==> src/rtl/vga_scan_out_pkg.sv <==
// rtl/vga_scan_out_pkg.sv - VGA 640x480@60 timing defaults, colour constants and range helper
package vga_scan_out_pkg;

    localparam int H_VISIBLE_DEF = 640;
    localparam int H_FRONT_DEF   = 16;
    localparam int H_SYNC_DEF    = 96;
    localparam int H_BACK_DEF    = 48;
    localparam int V_VISIBLE_DEF = 480;
    localparam int V_FRONT_DEF   = 10;
    localparam int V_SYNC_DEF    = 2;
    localparam int V_BACK_DEF    = 33;
    localparam int CLK_DIV_DEF   = 2;

    localparam int COORD_W = 10;

    typedef logic [11:0] rgb444_t;

    localparam rgb444_t BLACK = 12'h000;

    // True when v lies in [lo, lo+len).
    function automatic logic in_range(input logic [COORD_W-1:0] v, input int lo, input int len);
        return (int'(v) >= lo) && (int'(v) < lo + len);
    endfunction

endpackage

==> src/rtl/vga_timing_counter.sv <==
// rtl/vga_timing_counter.sv - pixel clock divider, x/y scan counters, pix_tick and frame_start strobes
module vga_timing_counter
    import vga_scan_out_pkg::*;
#(
    parameter int H_TOTAL = 800,
    parameter int V_TOTAL = 525,
    parameter int CLK_DIV = 2
) (
    input  logic               clk,
    input  logic               reset,
    output logic [COORD_W-1:0] x,
    output logic [COORD_W-1:0] y,
    output logic               pix_tick,
    output logic               frame_start
);

    localparam int DIV_W = (CLK_DIV > 1) ? $clog2(CLK_DIV) : 1;
    localparam logic [DIV_W-1:0]   DIV_LAST = DIV_W'(CLK_DIV - 1);
    localparam logic [COORD_W-1:0] X_LAST   = COORD_W'(H_TOTAL - 1);
    localparam logic [COORD_W-1:0] Y_LAST   = COORD_W'(V_TOTAL - 1);

    logic [DIV_W-1:0]   div_q, div_d;
    logic [COORD_W-1:0] x_q, x_d, y_q, y_d;
    logic               tick_q;

    always_comb begin
        div_d = (div_q == DIV_LAST) ? '0 : div_q + 1'b1;
        x_d   = x_q;
        y_d   = y_q;
        if (tick_q) begin
            if (x_q == X_LAST) begin
                x_d = '0;
                y_d = (y_q == Y_LAST) ? '0 : y_q + 1'b1;
            end else begin
                x_d = x_q + 1'b1;
            end
        end
    end

    // tick_q mirrors (div == CLK_DIV-1) one cycle ahead so the strobe is a clean register that is low in reset.
    always_ff @(posedge clk or posedge reset) begin
        if (reset) begin
            div_q  <= '0;
            tick_q <= 1'b0;
            x_q    <= '0;
            y_q    <= '0;
        end else begin
            div_q  <= div_d;
            tick_q <= (div_d == DIV_LAST);
            x_q    <= x_d;
            y_q    <= y_d;
        end
    end

    assign x           = x_q;
    assign y           = y_q;
    assign pix_tick    = tick_q;
    assign frame_start = tick_q && (x_q == X_LAST) && (y_q == Y_LAST);

endmodule

==> src/rtl/vga_scan_out.sv <==
// rtl/vga_scan_out.sv - VGA scan-out: timing, pixel/sync output registers, optional per-frame collision latch
// Optional feature macro: SCAN_COLLISION_LATCH_EN
module vga_scan_out
    import vga_scan_out_pkg::*;
#(
    parameter int H_VISIBLE = H_VISIBLE_DEF,
    parameter int H_FRONT   = H_FRONT_DEF,
    parameter int H_SYNC    = H_SYNC_DEF,
    parameter int H_BACK    = H_BACK_DEF,
    parameter int V_VISIBLE = V_VISIBLE_DEF,
    parameter int V_FRONT   = V_FRONT_DEF,
    parameter int V_SYNC    = V_SYNC_DEF,
    parameter int V_BACK    = V_BACK_DEF,
    parameter int CLK_DIV   = CLK_DIV_DEF
) (
    input  logic               clk,
    input  logic               reset,
    input  logic [11:0]        pixel_in,
    input  logic [31:0]        collision_num,
    output logic [COORD_W-1:0] x,
    output logic [COORD_W-1:0] y,
    output logic               active,
    output logic               pix_tick,
    output logic               frame_start,
    output logic [3:0]         vga_r,
    output logic [3:0]         vga_g,
    output logic [3:0]         vga_b,
    output logic               vga_hs,
    output logic               vga_vs,
    output logic [31:0]        frame_collisions
);

    localparam int H_TOTAL = H_VISIBLE + H_FRONT + H_SYNC + H_BACK;
    localparam int V_TOTAL = V_VISIBLE + V_FRONT + V_SYNC + V_BACK;

    vga_timing_counter #(
        .H_TOTAL (H_TOTAL),
        .V_TOTAL (V_TOTAL),
        .CLK_DIV (CLK_DIV)
    ) u_timing (
        .clk         (clk),
        .reset       (reset),
        .x           (x),
        .y           (y),
        .pix_tick    (pix_tick),
        .frame_start (frame_start)
    );

    assign active = in_range(x, 0, H_VISIBLE) && in_range(y, 0, V_VISIBLE);

    rgb444_t rgb_q;
    logic    hs_q, vs_q;

    // Colour and syncs share one tick of latency so the DAC sees them aligned.
    always_ff @(posedge clk or posedge reset) begin
        if (reset) begin
            rgb_q <= BLACK;
            hs_q  <= 1'b1;
            vs_q  <= 1'b1;
        end else if (pix_tick) begin
            rgb_q <= active ? pixel_in : BLACK;
            hs_q  <= !in_range(x, H_VISIBLE + H_FRONT, H_SYNC);
            vs_q  <= !in_range(y, V_VISIBLE + V_FRONT, V_SYNC);
        end
    end

    assign vga_r  = rgb_q[11:8];
    assign vga_g  = rgb_q[7:4];
    assign vga_b  = rgb_q[3:0];
    assign vga_hs = hs_q;
    assign vga_vs = vs_q;

`ifdef SCAN_COLLISION_LATCH_EN
    logic [31:0] run_max_q, run_max_d, frame_coll_q;

    always_comb begin
        run_max_d = run_max_q;
        if (active && (collision_num > run_max_q))
            run_max_d = collision_num;
    end

    // The last pixel's contribution is folded in via run_max_d on the wrapping tick.
    always_ff @(posedge clk or posedge reset) begin
        if (reset) begin
            run_max_q    <= '0;
            frame_coll_q <= '0;
        end else if (pix_tick) begin
            if (frame_start) begin
                frame_coll_q <= run_max_d;
                run_max_q    <= '0;
            end else begin
                run_max_q    <= run_max_d;
            end
        end
    end

    assign frame_collisions = frame_coll_q;
`else
    logic unused_collision;
    assign unused_collision = ^collision_num;
    assign frame_collisions = '0;
`endif

endmodule

==> config.mk <==
export PLATFORM = sky130hd
export DESIGN_NAME = vga_scan_out
export DESIGN_NICKNAME = d
export VERILOG_FILES = /design/src/rtl/vga_scan_out_pkg.sv /design/src/rtl/vga_timing_counter.sv /design/src/rtl/vga_scan_out.sv
export SDC_FILE = /design/constraint.sdc
export NUM_CORES = 1
export LEC_CHECK = 0
export BUFFER_PORTS_ARGS = -buffer_cell sky130_fd_sc_hd__buf_4
export CAP_MARGIN = 20
export CORE_MARGIN = 8
export CORE_UTILIZATION = 48
export CTS_BUF_LIST = sky130_fd_sc_hd__clkbuf_8
export CTS_CLUSTER_SIZE = 14
export DETAILED_ROUTE_END_ITERATION = 10
export GPL_TIMING_DRIVEN = 0
export PLACE_DENSITY = 0.88
export SLEW_MARGIN = 20
export SYNTH_ARGS = -nofsm -noshare
export SYNTH_HDL_FRONTEND = slang
export SYNTH_SLANG_ARGS = --single-unit
export TNS_END_PERCENT = 5
==> constraint.sdc <==
create_clock -name clk -period 3.1 [get_ports clk]
set_input_delay 0.62 -clock clk [delete_from_list [all_inputs] [get_ports clk]]
set_output_delay 0.62 -clock clk [all_outputs]
set_load 0.005 [all_outputs]
## Word-level counts from Yosys, hierarchy flattened

Index checks and enable logic that the tools add are counted.

- Mux-type cells: 4
- Add/subtract/negate cells: 3
- Div/mod/pow operators: 0
- Shifts and indexed selects: 0
- Reduce and logical (&&, ||, !) cells: 8
- $mul: 0
- Magnitude comparators: 6
- Equal/unequal tests: 2
- Bitwise operators: 0

Operators by type and width:

| kind | number |
|---|---|
| $add A10 B1 Y10 const B | 2 |
| $eq A10 B10 Y1 const B | 2 |
| $lt A10 B10 Y1 const B | 2 |
| $lt A10 B9 Y1 const B | 2 |
| $mux W10 | 2 |
| $mux W12 | 1 |
| $ge A10 B10 Y1 const B | 1 |
| $ge A10 B9 Y1 const B | 1 |
| $logic_and A1 B1 Y1 | 5 |
| $logic_not A1 Y1 | 2 |
| $reduce_and A2 Y1 | 1 |
| $add A1 B1 Y1 const B | 1 |
| $mux W1 | 1 |

- Memory bits (read-only): 0
- Bits in registers: 35
- Latch bits: 0
- Memories kept: 0
- Memory bits (writable): 0

## Depth between registers and ports, before layout

Gate-level depths: netlist of the first run.

- Depth after elaboration: 3
- Depth in mapped cells: 6
- Depth with buffers taken out: 6

## By module

From an unflattened synthesis of the first run, not the netlist that was laid out.

- Cell total of the unflattened synthesis: 188
- Area, all modules: 1905.6 um^2

Modules (own cells, without submodules):

| module | area each (um^2) | times used | cells each |
|---|---|---|---|
| vga_timing_counter | 1072.3 | 1 | 109 |
| vga_scan_out | 833.3 | 1 | 79 |

## Worst setup path before layout of the first run

OpenSTA, ideal clock, no wires.

- Path type: register -> output
- From: reg u_timing.x_q[0], in the netlist u_timing.x[0]
- To: out frame_start
- Setup slack: 0.928 ns
- Stages on the path, launching flop included: 6
- Data required time: 2.480 ns
- Arrival: 1.552 ns
- Path through: dfrtp_1 -> ha_1 -> nand4_1 -> or4b_1 -> clkbuf_1 -> nor2_1

- Cells in the longest elaborated chain, start to end: 3

Ends and longest elaborated chain:

| what | line | RTL |
|---|---|---|
| from (decl) | vga_timing_counter.sv:23 | `logic [COORD_W-1:0] x_q, x_d, y_q, y_d;` |
| from (signal assigned) | vga_timing_counter.sv:45 | `x_q <= '0;` |
| from (signal assigned) | vga_timing_counter.sv:50 | `x_q <= x_d;` |
| $eq A10 B10 Y1 | vga_timing_counter.sv:58 | `assign frame_start = tick_q && (x_q == X_LAST) && (y_q == Y_LAST);` |
| $logic_and A1 B1 Y1 (2 in series) | vga_timing_counter.sv:58 |  |
| to (decl) | vga_scan_out.sv:24 | `output logic frame_start,` |

No other way between the ends.

## Worst setup path after layout of the first run

Same ends and word-level chain as after synthesis.

==> results.toml, run 1 <==
[global_route]
global_route.usage.met2_pct = 24.7
grtUsageMet1_pct = 16.1
top_usage_layer = "met2"
first_global_vias = 1597
largest_net_degree_at_the_start_of_global_routing = 36
antenna_found_initial = 0
grt.total_usage_pct = 15.0
grt_overflow = 0
grt.met3_usage_pct = 6.61
grt_first_pass_wirelength_mm = 7.47

[clock_network]
maximum_root_to_sink_buffer_count = 2
cts_resized = 0
tritoncts = "built"
ctsRootBufferMaster = "sky130_fd_sc_hd__clkbuf_8"
cts_hold_buffers = 0
cts_made_buffers = 5
clkTransAtPathRegs_ns = 0.07
clkLatencyLatePin_ns = 0.29
cts.repair_timing.setup_buffer_count = 0
ctsHtreeMaxLevel = 2
clkSinkCount = 35

[drt]
first_pass_iteration_count_of_the_detailed_router = 4
drtAntennaViolNets = 0
wirelength_per_cell_um = 13.6
routed_wl_mm = 4.49
routed-via-count = 1587
drt_first_iter_violations = 67
vias_per_cell = 4.81
drt_drc_violations_left = 0

[timing]
tns_ns = 0
setup-violations-final = 0
final_max_slew_viols = 0
layout_min_cycle_time_ns = 2.77
unrepaired_setup_endpoints_after_global_routing = "false"
worst_slew_margin_rel_pct = 29.9
post-route-period-util_pct = 89.4
skew_ns = 0.00832
worstMarginPinSlew_ns = 1.04
finalHoldViolCount = 0
post-route-worst-setup-slack_ns = 0.328
final.hold.worst_slack_ns = 0.453
fmax_mhz = 361

[setup_path]
cpPeakStageDelay_ns = 0.51
cp_max_fo = 7
slowest_cell_on_the_critical_path = "sky130_fd_sc_hd__or4b_1"
path_delay_family = "simple AND/OR/NAND/NOR gates"
timing_worst_setup_path_type = "reg -> out"
worst_setup_path_end_kind = "primary output"
worstPathArrival_ns = 2.15
critical_path.cell_chain = "ha_1, nand4_1, or4b_1, clkbuf_1, nor2_1, buf_4"
required_time_worst_endpoint_ns = 2.48
worst_path_buf_inv = 2
crit_path_start_kind = "flop"

[place]
placement.setup.worst_slack_ns = 0.622
post-dp-hpwl_mm = 3.52
place_inst = 322
port_buffers = 50
place_congestion = 0.835

[job]
drv_cap = 0

[die]
floorplan.die_area_um2 = 6160
start_util_pct = 50.4
die_y_um = 78.5
core.rowCount = 22
die_w_um = 78.5
pin_count = 115
core_um2 = 3720

[yosys]
post_synthesis_share_of_cell_area_spent_on_xor_and_xnor_gates_pct = 6.08
synth_fa_ha_area_share_pct = 2.67
combinational_family_with_the_most_area_after_synthesis = "simple AND/OR/NAND/NOR gates"
syn-mean-instance-area_um2 = 9.70
synth_compound_area_share_pct = 9.08
synthMuxAreaShare_pct = 1.07
yosys_register_bits = 35
ys_seq_area_share_pct = 46.9
yosys_warnings = 0
netlist-cell-type-count = 31
synth-simple-area-share_pct = 17.6
synthCells = 193
synth_area_um2 = 1870

[power]
power_report.internal_total_mw = 0.689
p_switching_mw = 0.194
pwr-share-seq_pct = 53.1
leakage_nw = 1.31
powerDensity_nw_per_um2 = 351
sw_frac_of_total_pct = 22.0
power.ir.vdd_worst_mv = 0.181
clock_power_share_pct = 37.5
combinationalPowerShare_pct = 9.4

[worst_hold_path]
holdCritPathClass = "in -> async"

[layout]
fill_cells = 307
net_count_final = 331
multi_input_comb_area_um2 = 803
antenna_cells_inserted = 0
ratio_of_cells_with_drive_above_1_in_the_final_layout_pct = 33.3
finalNonFillerCells = 330
area_growth_syn_to_layout_pct = 34.3
area.sequential_um2 = 878

[run_status]
run_status = "finished, final reports clean"
through the flow:
stage	util (%)	cell area (um2)	power [mW]
floorplan	-	1990	0.529
global placement	65.3	2420	0.558
detailed placement	65.3	2420	0.559
CTS	67.7	2520	0.893
global route	67.7	2520	0.922
finish	67.7	2520	0.884
power by group through the flow:
stage,Sequential [mW],Clock [mW],Combinational [mW]
finish,0.469,0.331,0.0833
global route,0.471,0.358,0.0936
CTS,0.469,0.342,0.0817
detailed placement,0.478,0,0.0816
global placement,0.477,0,0.0804
floorplan,0.478,0,0.0514
final timing paths:
path	depth (start not counted)	endpoint	from	slack, ns
max in group asynchronous	2	u_timing.div_q	reset	2.19
min in group clk	1	rgb_q[3]	rgb_q[3]	0.49
hold reg to reg	1	rgb_q[3]	rgb_q[3]	0.49
hold / removal	2	u_timing.y[3]	reset	0.45
setup / recovery	6	frame_start	u_timing.x[0]	0.33
setup reg to reg	5	u_timing.y[9]	u_timing.x[0]	0.57
logic make-up after synthesis:
logic type | count (synthesis)
AOI/OAI and AO/OA | 24
DFF | 35
adders and majority gates | 4
xor gates and xnor gates | 13
muxes | 2
other | 1
and+or+nand+nor | 64
buffers and inverters | 50
cells in the mapped netlist:
cell                        instances  share of area [%]
sky130_fd_sc_hd__inv_1             12                2.4
sky130_fd_sc_hd__dfrtp_1           33                 44
sky130_fd_sc_hd__nand4_1            7                2.3
sky130_fd_sc_hd__xor2_1             4                1.9
sky130_fd_sc_hd__ha_1               4                2.7
sky130_fd_sc_hd__and3_1             1               0.33
sky130_fd_sc_hd__or4_1              1               0.40
sky130_fd_sc_hd__nor4b_1            2               0.94
sky130_fd_sc_hd__nand3_1            5                1.3
sky130_fd_sc_hd__nor2_1            10                2.0
sky130_fd_sc_hd__o31ai_1            1               0.40
sky130_fd_sc_hd__clkbuf_1           6                1.2
sky130_fd_sc_hd__or3_2              1               0.40
sky130_fd_sc_hd__o21ai_0            5                1.3
sky130_fd_sc_hd__nor3b_1            1               0.40
sky130_fd_sc_hd__and4bb_2           1               0.67
sky130_fd_sc_hd__nand3b_1           1               0.40
sky130_fd_sc_hd__nor3_1             6                1.6
sky130_fd_sc_hd__nand2_1           21                4.2
sky130_fd_sc_hd__nor4_1             4                1.3
sky130_fd_sc_hd__nand2b_1           1               0.33
sky130_fd_sc_hd__a21oi_1            4                1.1
sky130_fd_sc_hd__xnor2_1            9                4.2
sky130_fd_sc_hd__o2bb2ai_1         12                5.6
sky130_fd_sc_hd__conb_1             1               0.20
sky130_fd_sc_hd__mux2i_1            2                1.1
sky130_fd_sc_hd__buf_4             32                 13
sky130_fd_sc_hd__dfstp_2            2                2.8
sky130_fd_sc_hd__or3_1              1               0.33
sky130_fd_sc_hd__a31oi_1            2               0.67
sky130_fd_sc_hd__or4b_1             1               0.53
flip-flops by register name (all words and copies together), names as in the netlist:
signal / count
vga_hs: 1
u_timing.x: 10
vga_vs: 1
rgb_q: 12
u_timing.div_q: 1
u_timing.y: 10
worst reg2reg max path, stage by stage (launching register included):
cell	delay, ns
sky130_fd_sc_hd__dfrtp_1	0.45
sky130_fd_sc_hd__ha_1	0.23
sky130_fd_sc_hd__nand4_1	0.21
sky130_fd_sc_hd__nor4b_1	0.90
sky130_fd_sc_hd__clkbuf_1	0.45
sky130_fd_sc_hd__a31oi_1	0.15
layer usage:
layer / vias to the layer above / wire length, um
met5: - / 0
li1: 766 / -
met1: 742 / 1800
met3: 7 / 473
met2: 72 / 2130
met4: 0 / 87
layout make-up:
class                      instances  area share, %
sequential                        35           34.9
timing repair buffer              50           14.9
buffer                            38           10.4
clock buffer                       6           3.28
inverter                          12           1.79
clock inverter                     2          0.348
multi-input combinational        139           31.9
tap                               48           2.39
layout by cell type, fill, tap and decap left out, types with 5 or more instances in the layout:
cell,Yosys,layout
sky130_fd_sc_hd__nor3_1,6,6
sky130_fd_sc_hd__conb_1,1,32
sky130_fd_sc_hd__nor2_1,10,10
sky130_fd_sc_hd__nand4_1,7,7
sky130_fd_sc_hd__nand2_1,21,21
sky130_fd_sc_hd__clkbuf_1,6,6
sky130_fd_sc_hd__buf_4,32,82
sky130_fd_sc_hd__dfrtp_1,33,33
sky130_fd_sc_hd__o21ai_0,5,5
sky130_fd_sc_hd__inv_1,12,12
sky130_fd_sc_hd__nand3_1,5,5
sky130_fd_sc_hd__clkbuf_8,0,6
sky130_fd_sc_hd__xnor2_1,9,9
sky130_fd_sc_hd__o2bb2ai_1,12,12
No activity file was read; power rests on OpenSTA's default activity.
==> inputs of run 2 (changes only) <==
Settings changed: RECOVER_POWER set to 50.
==> run 2 against run 1 <==
Compared with the run above:
- sequential cell count is the same
- count of clock-buffer cells in the layout is the same
- fmax about the same
- highest routed layer unchanged
- first-iteration DRC count is 9.0% lower
- combinational power is 2% lower
- global-route usage unchanged
- cell area shrank 0.30%
- clock power about the same
- die area unchanged
- register-to-register slack is essentially flat
==> results.toml, run 2 (synthesized netlist as in run 1, its figures left out) <==
[die]
pin_count = 115
core_um2 = 3720
start_util_pct = 50.4
core.rowCount = 22
die_w_um = 78.5
die_y_um = 78.5
floorplan.die_area_um2 = 6160

[timing]
fmax_mhz = 361
worst_slew_margin_rel_pct = 15.3
setup-violations-final = 0
layout_min_cycle_time_ns = 2.77
unrepaired_setup_endpoints_after_global_routing = "false"
post-route-period-util_pct = 89.5
finalHoldViolCount = 0
post-route-worst-setup-slack_ns = 0.326
worstMarginPinSlew_ns = 1.27
skew_ns = 0.00821
final_max_slew_viols = 0
tns_ns = 0
final.hold.worst_slack_ns = 0.487

[drt]
first_pass_iteration_count_of_the_detailed_router = 4
routed-via-count = 1586
drt_first_iter_violations = 61
drtAntennaViolNets = 0
vias_per_cell = 4.81
routed_wl_mm = 4.49
drt_drc_violations_left = 0
wirelength_per_cell_um = 13.6

[job]
drv_cap = 0

[layout]
antenna_cells_inserted = 0
area_growth_syn_to_layout_pct = 33.9
largest_reg_flops = 12
fill_cells = 309
layout.cells.most_common_list = "70 x sky130_fd_sc_hd__buf_4, 33 x sky130_fd_sc_hd__dfrtp_1, 32 x sky130_fd_sc_hd__conb_1"
most_common_library_cell_in_the_layout_ignoring_fill_and_taps = "sky130_fd_sc_hd__buf_4"
net_count_final = 331
ratio_of_cells_with_drive_above_1_in_the_final_layout_pct = 32.3
largest_register = "rgb_q"

[clock_network]
maximum_root_to_sink_buffer_count = 2
ctsRootBufferMaster = "sky130_fd_sc_hd__clkbuf_8"
tritoncts = "built"
cts_resized = 0
cts.repair_timing.setup_buffer_count = 0
ctsHtreeMaxLevel = 2
clkSinkCount = 35
cts_hold_buffers = 0
cts_made_buffers = 5
clkTransAtPathRegs_ns = 0.07
clkLatencyLatePin_ns = 0.29

[setup_path]
worstPathArrival_ns = 2.15
timing_worst_setup_path_type = "reg -> out"
worst_setup_path_end_kind = "primary output"
required_time_worst_endpoint_ns = 2.48
crit_path_start_kind = "flop"
cp_max_fo = 7
regToRegSetupSlack_ns = 0.58

[run_status]
run_status = "finished, final reports clean"

[place]
port_buffers = 50
post-dp-hpwl_mm = 3.52
place_congestion = 0.835
placement.setup.worst_slack_ns = 0.622

[power]
p_total_mw = 0.881
leakage_nw = 1.30
powerDensity_nw_per_um2 = 351
power.ir.vdd_worst_mv = 0.181

[global_route]
first_global_vias = 1597
antenna_found_initial = 0
grt.total_usage_pct = 15.0
grt_first_pass_wirelength_mm = 7.47
grt_overflow = 0
largest_net_degree_at_the_start_of_global_routing = 36

[worst_hold_path]
holdCritPathClass = "reg -> reg"
run 2: cell types whose count changed in the layout (fill, tap and decap cells not counted):
cell and delta:
sky130_fd_sc_hd__inv_2 -1, sky130_fd_sc_hd__inv_1 +1, sky130_fd_sc_hd__clkbuf_1 +2, sky130_fd_sc_hd__buf_4 -12
sky130_fd_sc_hd__clkbuf_4 +10
run 2: worst max-delay path, stage by stage, from the launching register on:
cell and delay, ns:
sky130_fd_sc_hd__dfrtp_1 0.45, sky130_fd_sc_hd__ha_1 0.23, sky130_fd_sc_hd__nand4_1 0.21, sky130_fd_sc_hd__or4b_1 0.51, sky130_fd_sc_hd__clkbuf_1 0.20, sky130_fd_sc_hd__nor2_1 0.14
sky130_fd_sc_hd__buf_4 0.13
run 2: area by class of cell:
class | count | area (um2) | area share (%)
Inverter | 12 | 45.0 | 1.80
Timing Repair Buffer | 50 | 368 | 14.7
Multi-Input combinational cell | 139 | 803 | 32.0
Clock buffer | 6 | 82.6 | 3.29
Buffer | 38 | 263 | 10.5
Sequential cell | 35 | 878 | 35.0
Tap cell | 48 | 60.1 | 2.39
Clock inverter | 2 | 8.76 | 0.349
run 2: final timing paths:
check,from,endpoint,cells past startpoint
min in group asynchronous,reset,u_timing.y[3],2
min reg2reg,rgb_q[3],rgb_q[3],1
max in group asynchronous,reset,u_timing.div_q,2
max,u_timing.x[0],frame_start,6
min,rgb_q[3],rgb_q[3],1
max reg2reg,u_timing.x[0],u_timing.y[9],5
run 2: per-layer routing:
metal	share of wire [%]	global-route usage (%)
met4	1.9	7.22
met2	47	24.7
met5	0	0
met1	41	16.1
met3	9.5	6.61
run 2: metrics by stage:
| stage | util [%] | instance area (um2) | cells |
|---|---|---|---|
| floorplan | - | 1990 | 224 |
| global placement | 65.3 | 2420 | 322 |
| detailed placement | 65.3 | 2420 | 322 |
| CTS | 67.7 | 2520 | 330 |
| global route | 67.5 | 2510 | 330 |
| finish | 67.5 | 2510 | 330 |
run 2: where the power goes:
| part | switching (mW) | internal, mW | total, mW |
|---|---|---|---|
| registers | 0.00436 | 0.465 | 0.469 |
| clock network | 0.155 | 0.176 | 0.331 |
| logic | 0.0344 | 0.0472 | 0.0815 |
